**src/rtl/onehot_stream_monitor.sv**
```systemverilog
// In-line checker for one-hot buses: registered zero/one/multi-hot classification,
// a saturating error count and a sticky alarm on a run of consecutive illegal words.
module onehot_stream_monitor #(
   parameter int DATA_WIDTH = 32,
   parameter int ALLOW_ZERO = 0,
   parameter int CNT_WIDTH  = 16,
   parameter int ALARM_LEN  = 4,
   parameter int IDX_W      = $clog2(DATA_WIDTH)
) (
   input  logic                  clk,
   input  logic                  reset,
   input  logic                  din_valid,
   input  logic [DATA_WIDTH-1:0] din,
   input  logic                  clear,
   output logic                  out_valid,
   output logic                  onehot,
   output logic                  zero,
   output logic                  multi,
   output logic [IDX_W-1:0]      index,
   output logic                  legal,
   output logic [CNT_WIDTH-1:0]  err_count,
   output logic                  alarm
);

   localparam int PC_W  = $clog2(DATA_WIDTH + 1);
   localparam int RUN_W = $clog2(ALARM_LEN + 1);
   localparam logic [RUN_W-1:0] RUN_MAX = RUN_W'(ALARM_LEN);

   logic [PC_W-1:0]  pc;
   logic [IDX_W-1:0] idx_or;
   logic [IDX_W-1:0] idx_c;
   logic             zero_c, onehot_c, multi_c, legal_c;
   logic [RUN_W-1:0] run_cnt, run_inc;

   // OR-ing the positions of all set bits is the exact index only when one bit is set;
   // multi-hot words are masked to 0 below rather than priority-encoded.
   always_comb begin
      pc     = '0;
      idx_or = '0;
      for (int unsigned i = 0; i < DATA_WIDTH; i++) begin
         pc = pc + PC_W'(din[i]);
         if (din[i]) idx_or = idx_or | IDX_W'(i);
      end
   end

   always_comb begin
      zero_c   = (pc == '0);
      onehot_c = (pc == PC_W'(1));
      multi_c  = !zero_c && !onehot_c;
      idx_c    = onehot_c ? idx_or : '0;
      legal_c  = onehot_c | ((ALLOW_ZERO != 0) && zero_c);
      run_inc  = (run_cnt == RUN_MAX) ? run_cnt : run_cnt + RUN_W'(1);
   end

   always_ff @(posedge clk or posedge reset) begin
      if (reset) begin
         out_valid <= 1'b0;
         onehot    <= 1'b0;
         zero      <= 1'b0;
         multi     <= 1'b0;
         index     <= '0;
         legal     <= 1'b0;
         err_count <= '0;
         alarm     <= 1'b0;
         run_cnt   <= '0;
      end else begin
         out_valid <= din_valid;
         if (din_valid) begin
            onehot <= onehot_c;
            zero   <= zero_c;
            multi  <= multi_c;
            index  <= idx_c;
            legal  <= legal_c;
         end
         // clear wins over a simultaneous illegal sample, which is reported but not counted
         if (clear) begin
            err_count <= '0;
            run_cnt   <= '0;
            alarm     <= 1'b0;
         end else if (din_valid) begin
            if (!legal_c) begin
               if (err_count != '1) err_count <= err_count + CNT_WIDTH'(1);
               run_cnt <= run_inc;
               if (run_inc == RUN_MAX) alarm <= 1'b1;
            end else begin
               run_cnt <= '0;
            end
         end
      end
   end

endmodule

```
**config.mk**
```make
export PLATFORM = sky130hd
export DESIGN_NAME = onehot_stream_monitor
export DESIGN_NICKNAME = d
export VERILOG_FILES = /design/src/rtl/onehot_stream_monitor.sv
export SDC_FILE = /design/constraint.sdc
export NUM_CORES = 1
export LEC_CHECK = 0
export BUFFER_PORTS_ARGS = -buffer_cell sky130_fd_sc_hd__buf_2
export CAP_MARGIN = 20
export CORE_ASPECT_RATIO = 0.9
export CORE_MARGIN = 4
export CORE_UTILIZATION = 35
export CTS_BUF_LIST = sky130_fd_sc_hd__clkbuf_4 sky130_fd_sc_hd__clkbuf_8
export DETAILED_ROUTE_END_ITERATION = 6
export GPL_TIMING_DRIVEN = 1
export SLEW_MARGIN = 20
export SYNTH_ARGS = -nofsm -noshare
export SYNTH_HDL_FRONTEND = slang
export SYNTH_SLANG_ARGS = --single-unit
export TNS_END_PERCENT = 20
```
**constraint.sdc**
```tcl
create_clock -name clk -period 3.75 [get_ports clk]
set_input_delay 0.75 -clock clk [delete_from_list [all_inputs] [get_ports clk]]
set_output_delay 0.75 -clock clk [all_outputs]
set_load 0.02 [all_outputs]
```
==> summary.txt, run 1 <==
status = finished, violations left
failing checks = setup timing
hold buffers post-CTS = 0
Arr. time, crit path = 6.17 ns
WP depth = 19
Reg2Reg Depth = 5
top_reg_cell synth = dfrtp_1
vias in the first global route = 2,521
DRT iter0 DRCs = 139
critical path type = primary input to flop
Syn-to-layout area delta = 36.08%
maximum vdd drop = 596.8 uV
Clk Latency, worst-skew pair = 0.27 ns
remaining antenna violation count after routing = 0
fill count = 676
routed via count = 2,461
setup ws final = -2.259 ns
nets = 441
synth warn = 0
gp weighted congestion = 0.9572
final worst path period share = 160.2%
Final min period = 6.009 ns
EDFF count, synth = 0
core box area = 7076 um^2
post-synthesis register bit count = 29
Die W = 98.02 um
grt ovf = 0
Final Util = 49.09%
max-slew violations = 0
Syn Nets = 341
Post-Syn Area = 2552 um^2
TritonCTS Buffers = 5
Area after DPL = 3237 um^2
Cell Chain, Critical Path = buf_2 -> fa_1 -> inv_1 -> fa_1 -> inv_1 -> fa_1 -> fa_1 -> fa_1 -> inv_1 -> fa_1 -> inv_2 -> ha_4 -> fa_2 -> or3b_4 -> a2111oi_4 -> o2111a_2 -> buf_6 -> nor4_4 -> mux2_4
fin area = 3473 um^2
FF-to-FF setup slack = 1.27 ns
root buffer cell = clkbuf_8
FP Rows = 29
worst hold stages = 1
most used cell, CP = fa_1
clock sink total = 29
worst-path maximum fanout = 9
skew final = 0.001501 ns
Mapped Cells = 271
critical path's largest stage delay = 0.55 ns
Seq/Total Area, Yosys = 28.43%
Antenna diodes = 0
IO buf count = 62
Leak = 1.675 nW
HP Class = flop to flop
initial antenna violation count = 0
fmax = 166.4 MHz
Clock transition at path regs = 0.06 ns
overall power = 3.143 mW
max_cap viols = 0
Critical path buffers and inverters = 6
Tightest Pin Transition = 1.037 ns
final setup violation count = 28
TritonCTS clock tree = built
# IOs = 63
DRC errors left = 0
count of cell types in the netlist = 49
Post-DP HPWL = 5774 um
PwrDens = 904.8 nW/um^2
Synth Area per Inst = 9.419 um^2
Worst Setup End Kind = flop
Vias/cell = 5.292
Initial Utilization = 36.07%
die area = 8725 um^2
Max clock buf depth = 2
cell family with most CP delay = adder cells
largest net degree at the start of global routing = 33
Hold Vio Cnt, Final = 0
DIE HEIGHT = 89.02 um
Req. time, crit path = 3.91 ns
RSZ-0062 raised after global routing = true
Startpoint Class = primary input
Max transition margin = 30.80%
WL per Instance = 15.98 um
share of layout cells above drive strength 1 = 37.37%
gr usage total = 17.30%
first-pass GRT wire length = 12,270 um
H-tree Lvls = 2
CP max stage cell = fa_1
Pre-antenna DRT Iters = 4
final wirelength = 7432 um
Async S/R FF share, synth = 100.0%
## cell families (layout without fill, tap and decap cells)
logic type	after synthesis	after routing	share of synthesized area [%]
adder cells (fa/ha/maj)	34	34	23.73
multiplexers	6	6	2.598
AO/OA/AOI/OAI	52	52	15.59
buffers and inverters	59	160	9.166
XOR/XNOR	1	1	0.3432
flip-flops	29	29	28.43
AND/OR/NAND/NOR	90	90	20.15
## state kept, by name (all words and copies together), names as in the netlist
signal and count:
err_count 16, index 5, run_cnt 3, alarm 1, legal 1, multi 1
out_valid 1, zero 1
## worst register-to-register path, stage by stage (launching register included)
cell and delay, ns:
dfrtp_1 0.50, nand4_1 0.25, or3_1 0.46, nor2_1 0.60
or4_4 0.26, mux2_4 0.29
## area by class of cell
type                       count  area (um^2)  share of cell area [%]
clock buffer                   8        91.34                   2.630
inverter                      47        178.9                   5.151
multi-input combinational    183         1698                   48.88
sequential                    29        725.7                   20.89
tap                           93        116.4                   3.350
timing repair buffer         105        663.1                   19.09
## where the power goes
part | internal [mW] | switching (mW) | total (mW)
combinational | 1.24 | 1.27 | 2.50
clock | 0.153 | 0.116 | 0.269
sequential | 0.348 | 0.0238 | 0.372
## path summary, 6_finish.rpt
check | startpoint | end
max in group asynchronous | reset | err_count[15]
worst max register to register | err_count[2] | err_count[7]
min in group asynchronous | reset | index[1]
worst max-delay path | din[11] | err_count[12]
worst min register to register | index[3] | index[3]
worst min-delay path | index[3] | index[3]
## metrics by stage
| stage | TNS [ns] | setup WS [ns] | hold slack [ns] | std cells |
|---|---|---|---|---|
| 6_report | -59.37 | -2.259 | 0.4886 | 465 |
| 5_1_grt | -63.18 | -2.389 | 0.5030 | 465 |
| 4_1_cts | -58.57 | -2.240 | 0.4907 | 461 |
| 3_5_place_dp | -68.75 | -2.627 | 0.4697 | 452 |
| 3_3_place_gp | -67.35 | -2.554 | 0.4682 | 452 |
| 2_1_floorplan | -59.32 | -2.319 | 0.5276 | 271 |
## cell usage in the layout (no fill, tap or decap), types with 7 or more instances in the layout
cell type and n:
nor2_1 12, nor4_1 12, a21oi_1 11, buf_2 62, nor3_1 9, dfrtp_1 29
fa_1 23, or4_1 7, o31ai_1 8, ha_1 9, buf_4 36, nand3_1 14
inv_1 45
## Yosys cell counts, types with 2 or more instances
library cell | n | area share (%)
nor4_1 | 14 | 3.4
o2bb2ai_1 | 3 | 1.0
and2_1 | 2 | 0.49
clkbuf_1 | 8 | 1.2
o2111ai_1 | 2 | 0.69
mux2_1 | 2 | 0.88
nand2_1 | 6 | 0.88
nand4_1 | 6 | 1.5
nand3_1 | 14 | 2.7
o211ai_1 | 2 | 0.59
or4_1 | 10 | 2.9
a22o_1 | 2 | 0.69
fa_1 | 24 | 19
o31ai_1 | 8 | 2.4
and3_1 | 3 | 0.74
o21a_1 | 2 | 0.59
nor2_1 | 12 | 1.8
dfrtp_1 | 29 | 28
nor2b_1 | 5 | 1.2
nor3_1 | 10 | 2.0
and4_1 | 2 | 0.69
ha_1 | 10 | 4.9
inv_1 | 47 | 6.9
a21oi_1 | 14 | 2.7
a31oi_1 | 3 | 0.74
a211oi_1 | 2 | 0.59
buf_4 | 3 | 0.88
o21ai_0 | 2 | 0.39
a41oi_1 | 2 | 0.69
mux2_2 | 3 | 1.3
## layer usage
layer / wire, um / up-vias / global-route usage [%]
li1: - / 1176 / -
met1: 3351 / 1211 / 23.46
met2: 3614 / 70 / 28.37
met3: 425 / 4 / 4.602
met4: 40 / 0 / 3.270
met5: 0 / - / 0
## timing repair
| item | CTS | global route |
|---|---|---|
| pin swaps | 18 | 6 |
| setup buffers | 1 | 2 |
| resized for setup | 17 | 9 |
| setup endpoints to repair | 28 | 28 |
| cloned | 0 | 2 |
Note: power is estimated with default switching activity, not from simulation.
==> inputs of run 2 (changes only) <==
--- a/config.mk
+++ b/config.mk
@@ -7,7 +7,7 @@
 export LEC_CHECK = 0
 export BUFFER_PORTS_ARGS = -buffer_cell sky130_fd_sc_hd__buf_2
 export CAP_MARGIN = 20
-export CORE_ASPECT_RATIO = 0.9
+export CORE_ASPECT_RATIO = 1.5
 export CORE_MARGIN = 4
 export CORE_UTILIZATION = 35
 export CTS_BUF_LIST = sky130_fd_sc_hd__clkbuf_4 sky130_fd_sc_hd__clkbuf_8
==> constraint.sdc (replaced) <==
create_clock -name clk -period 3.75 [get_ports clk]
set_input_delay 0.75 -clock clk [delete_from_list [all_inputs] [get_ports clk]]
set_output_delay 0.75 -clock clk [all_outputs]
set_load 0.05 [all_outputs]
==> run 2 against run 1 <==
Effect of this change: the flow still finishes with violations (setup timing); hold slack better by 0.011 ns; fmax hardly changed; via count is 0.61% higher; total power is 1.1% lower; worst setup slack better by 0.0014 ns; routed wire length is 3.8% lower; die area is 0.30% higher; global-route usage is 0.44 points lower; non-clock buffer count stayed put; clock skew is 0.0031 ns higher.
==> summary.txt, run 2 (synthesis results as in run 1) <==
status = finished, violations left
failing checks = setup timing
Worst Setup End Kind = flop
Critical path buffers and inverters = 5 (-1)
remaining antenna violation count after routing = 0 (unchanged)
WL per Instance = 15.27 um (-4.5%)
fin area = 3526 um^2 (+1.5%)
die area = 8751 um^2 (+0.30%)
# IOs = 63 (unchanged)
HP Class = flop to flop
setup ws final = -2.258 ns (+0.001380 ns)
core box area = 6990 um^2 (-1.2%)
worst-path maximum fanout = 5 (-4)
max-slew violations = 0 (unchanged)
Largest regs = err_count: 16 flops, index: 5 flops, run_cnt: 3 flops
Arr. time, crit path = 6.17 ns (about the same)
Pre-antenna DRT Iters = 4 (unchanged)
H-tree Lvls = 2 (unchanged)
Final min period = 6.008 ns (-0.001380 ns)
number of flip-flops in the largest register = 16 (unchanged)
cell family with most CP delay = adder cells
initial antenna violation count = 0 (unchanged)
Max transition margin = 29.18% (-1.6 points)
final worst path period share = 160.2% (about the same)
TritonCTS Buffers = 5 (unchanged)
FP Rows = 37 (+28%)
first-pass GRT wire length = 11,920 um (-2.9%)
IO buf count = 62 (unchanged)
Clock transition at path regs = 0.06 ns (about the same)
overall power = 3.107 mW (-1.1%)
share of layout cells above drive strength 1 = 38.81% (+1.4 points)
clock share of power = 8.6% (about the same)
max_cap viols = 0 (unchanged)
Die W = 77.73 um (-21%)
RSZ-0062 raised after global routing = true
root buffer cell = clkbuf_8
Initial Utilization = 36.51% (+0.44 points)
Req. time, crit path = 3.91 ns (about the same)
Cell Chain, Critical Path = buf_6 -> fa_1 -> fa_1 -> inv_1 -> fa_1 -> inv_2 -> fa_1 -> fa_1 -> inv_1 -> fa_1 -> inv_2 -> ha_4 -> fa_2 -> nor3_2 -> a22o_1 -> o2111a_2 -> or4_4 -> mux2_4
commonest non-fill, non-tap cells in the layout = buf_2 (56), inv_1 (43), buf_4 (39), dfrtp_1 (29), fa_1 (23)
Non-Filler Instances = 468 (+0.65%)
DRC errors left = 0 (unchanged)
final setup violation count = 28 (unchanged)
Tightest Pin Transition = 1.061 ns (+0.02430 ns)
TritonCTS clock tree = built
final wirelength = 7147 um (-3.8%)
dpl cells = 461 (+2.0%)
Antenna diodes = 0 (unchanged)
routed via count = 2,476 (+0.61%)
Area after DPL = 3279 um^2 (+1.3%)
DRT iter0 DRCs = 70 (-50%)
critical path's largest stage delay = 0.59 ns (+0.04 ns)
DIE HEIGHT = 112.6 um (+26%)
Vias/cell = 5.291 (about the same)
gr usage total = 16.86% (-0.44 points)
clock sink total = 29 (unchanged)
nets = 441 (unchanged)
Leak = 1.678 nW (+0.16%)
fmax = 166.5 MHz (about the same)
Startpoint Class = primary input
P_sw = 1.423 mW (+1.2%)
maximum vdd drop = 476.8 uV (-20%)
combinational share of power = 79.4% (-0.2 points)
switching share of power = 45.80% (+1.1 points)
gp weighted congestion = 0.8465 (-12%)
leading cell type in the layout, fill and taps excluded = buf_2
Max clock buf depth = 2 (unchanged)
CP max stage cell = fa_2
Clk Latency, worst-skew pair = 0.28 ns (about the same)
Sequential Power Share = 12.0% (+0.2 points)
Hold Vio Cnt, Final = 0 (unchanged)
critical path type = primary input to flop
Biggest register = err_count
Post-DP HPWL = 5547 um (-3.9%)
Syn-to-layout area delta = 38.14%
PwrDens = 881.1 nW/um^2 (-2.6%)
P_int = 1.684 mW (-3.1%)
grt ovf = 0 (unchanged)
vias in the first global route = 2,554 (+1.3%)
largest net degree at the start of global routing = 33 (unchanged)
skew final = 0.004562 ns (+0.003061 ns)
most used cell, CP = fa_1
fill count = 681 (+0.74%)
Final Util = 50.44% (+1.3 points)
Fin Setup TNS = -58.87 ns (+0.4955 ns)
run 2: path summary, 6_finish.rpt:
path	start	endpoint	slack, ns	depth (start not counted)
max in group asynchronous	reset	err_count[4]	2.93	3
min in group asynchronous	reset	err_count[14]	0.53	3
worst min-delay path	index[4]	index[4]	0.50	1
worst max register to register	err_count[2]	err_count[5]	1.24	5
worst max-delay path	din[17]	err_count[5]	-2.26	18
worst min register to register	index[4]	index[4]	0.50	1
run 2: repair_timing:
action | in CTS | in global routing
hold buffers | 0 | 0
setup buffers | 0 | 0
endpoints found under the setup margin | 28 | 28
gates resized for setup | 19 | 14
pin swaps | 10 | 10
endpoints found under the hold margin | 0 | 0
run 2: cell type report:
| class | instances | area, um^2 | share of cell area [%] |
|---|---|---|---|
| Sequential cell | 29 | 725.7 | 20.58 |
| Clock buffer | 7 | 90.09 | 2.555 |
| Inverter | 47 | 178.9 | 5.075 |
| Multi-Input combinational cell | 183 | 1724 | 48.90 |
| Tap cell | 97 | 121.4 | 3.442 |
| Timing Repair Buffer | 105 | 685.7 | 19.45 |
run 2: per-stage QoR:
stage / setup WS [ns] / hold slack, ns
after floorplan: -2.319 / 0.5276
after detailed placement: -2.607 / 0.4756
after global placement: -2.526 / 0.4746
final: -2.258 / 0.4992
after CTS: -2.267 / 0.5016
after global routing: -2.366 / 0.5208
run 2: metal layers:
layer | up-vias | part of all wire, % | track usage (%)
met4 | 0 | 2.4 | 5.582
met5 | - | 0 | 0
met2 | 84 | 54 | 31.81
met1 | 1205 | 39 | 19.22
met3 | 14 | 4.5 | 2.087
li1 | 1173 | - | -
run 2: worst reg2reg max path, delay by kind of cell, from the launching register on:
kind | cells | cell delay [ns]
flops | 1 | 0.49
mux | 1 | 0.29
simple gates | 4 | 1.62
run 2: power by group through the flow:
stage / logic [mW] / registers [mW] / clock network [mW]
2_1_floorplan: 1.45 / 0.428 / 0
3_3_place_gp: 2.18 / 0.376 / 0
3_5_place_dp: 2.25 / 0.378 / 0
4_1_cts: 2.36 / 0.372 / 0.272
5_1_grt: 2.74 / 0.377 / 0.287
6_report: 2.47 / 0.372 / 0.268
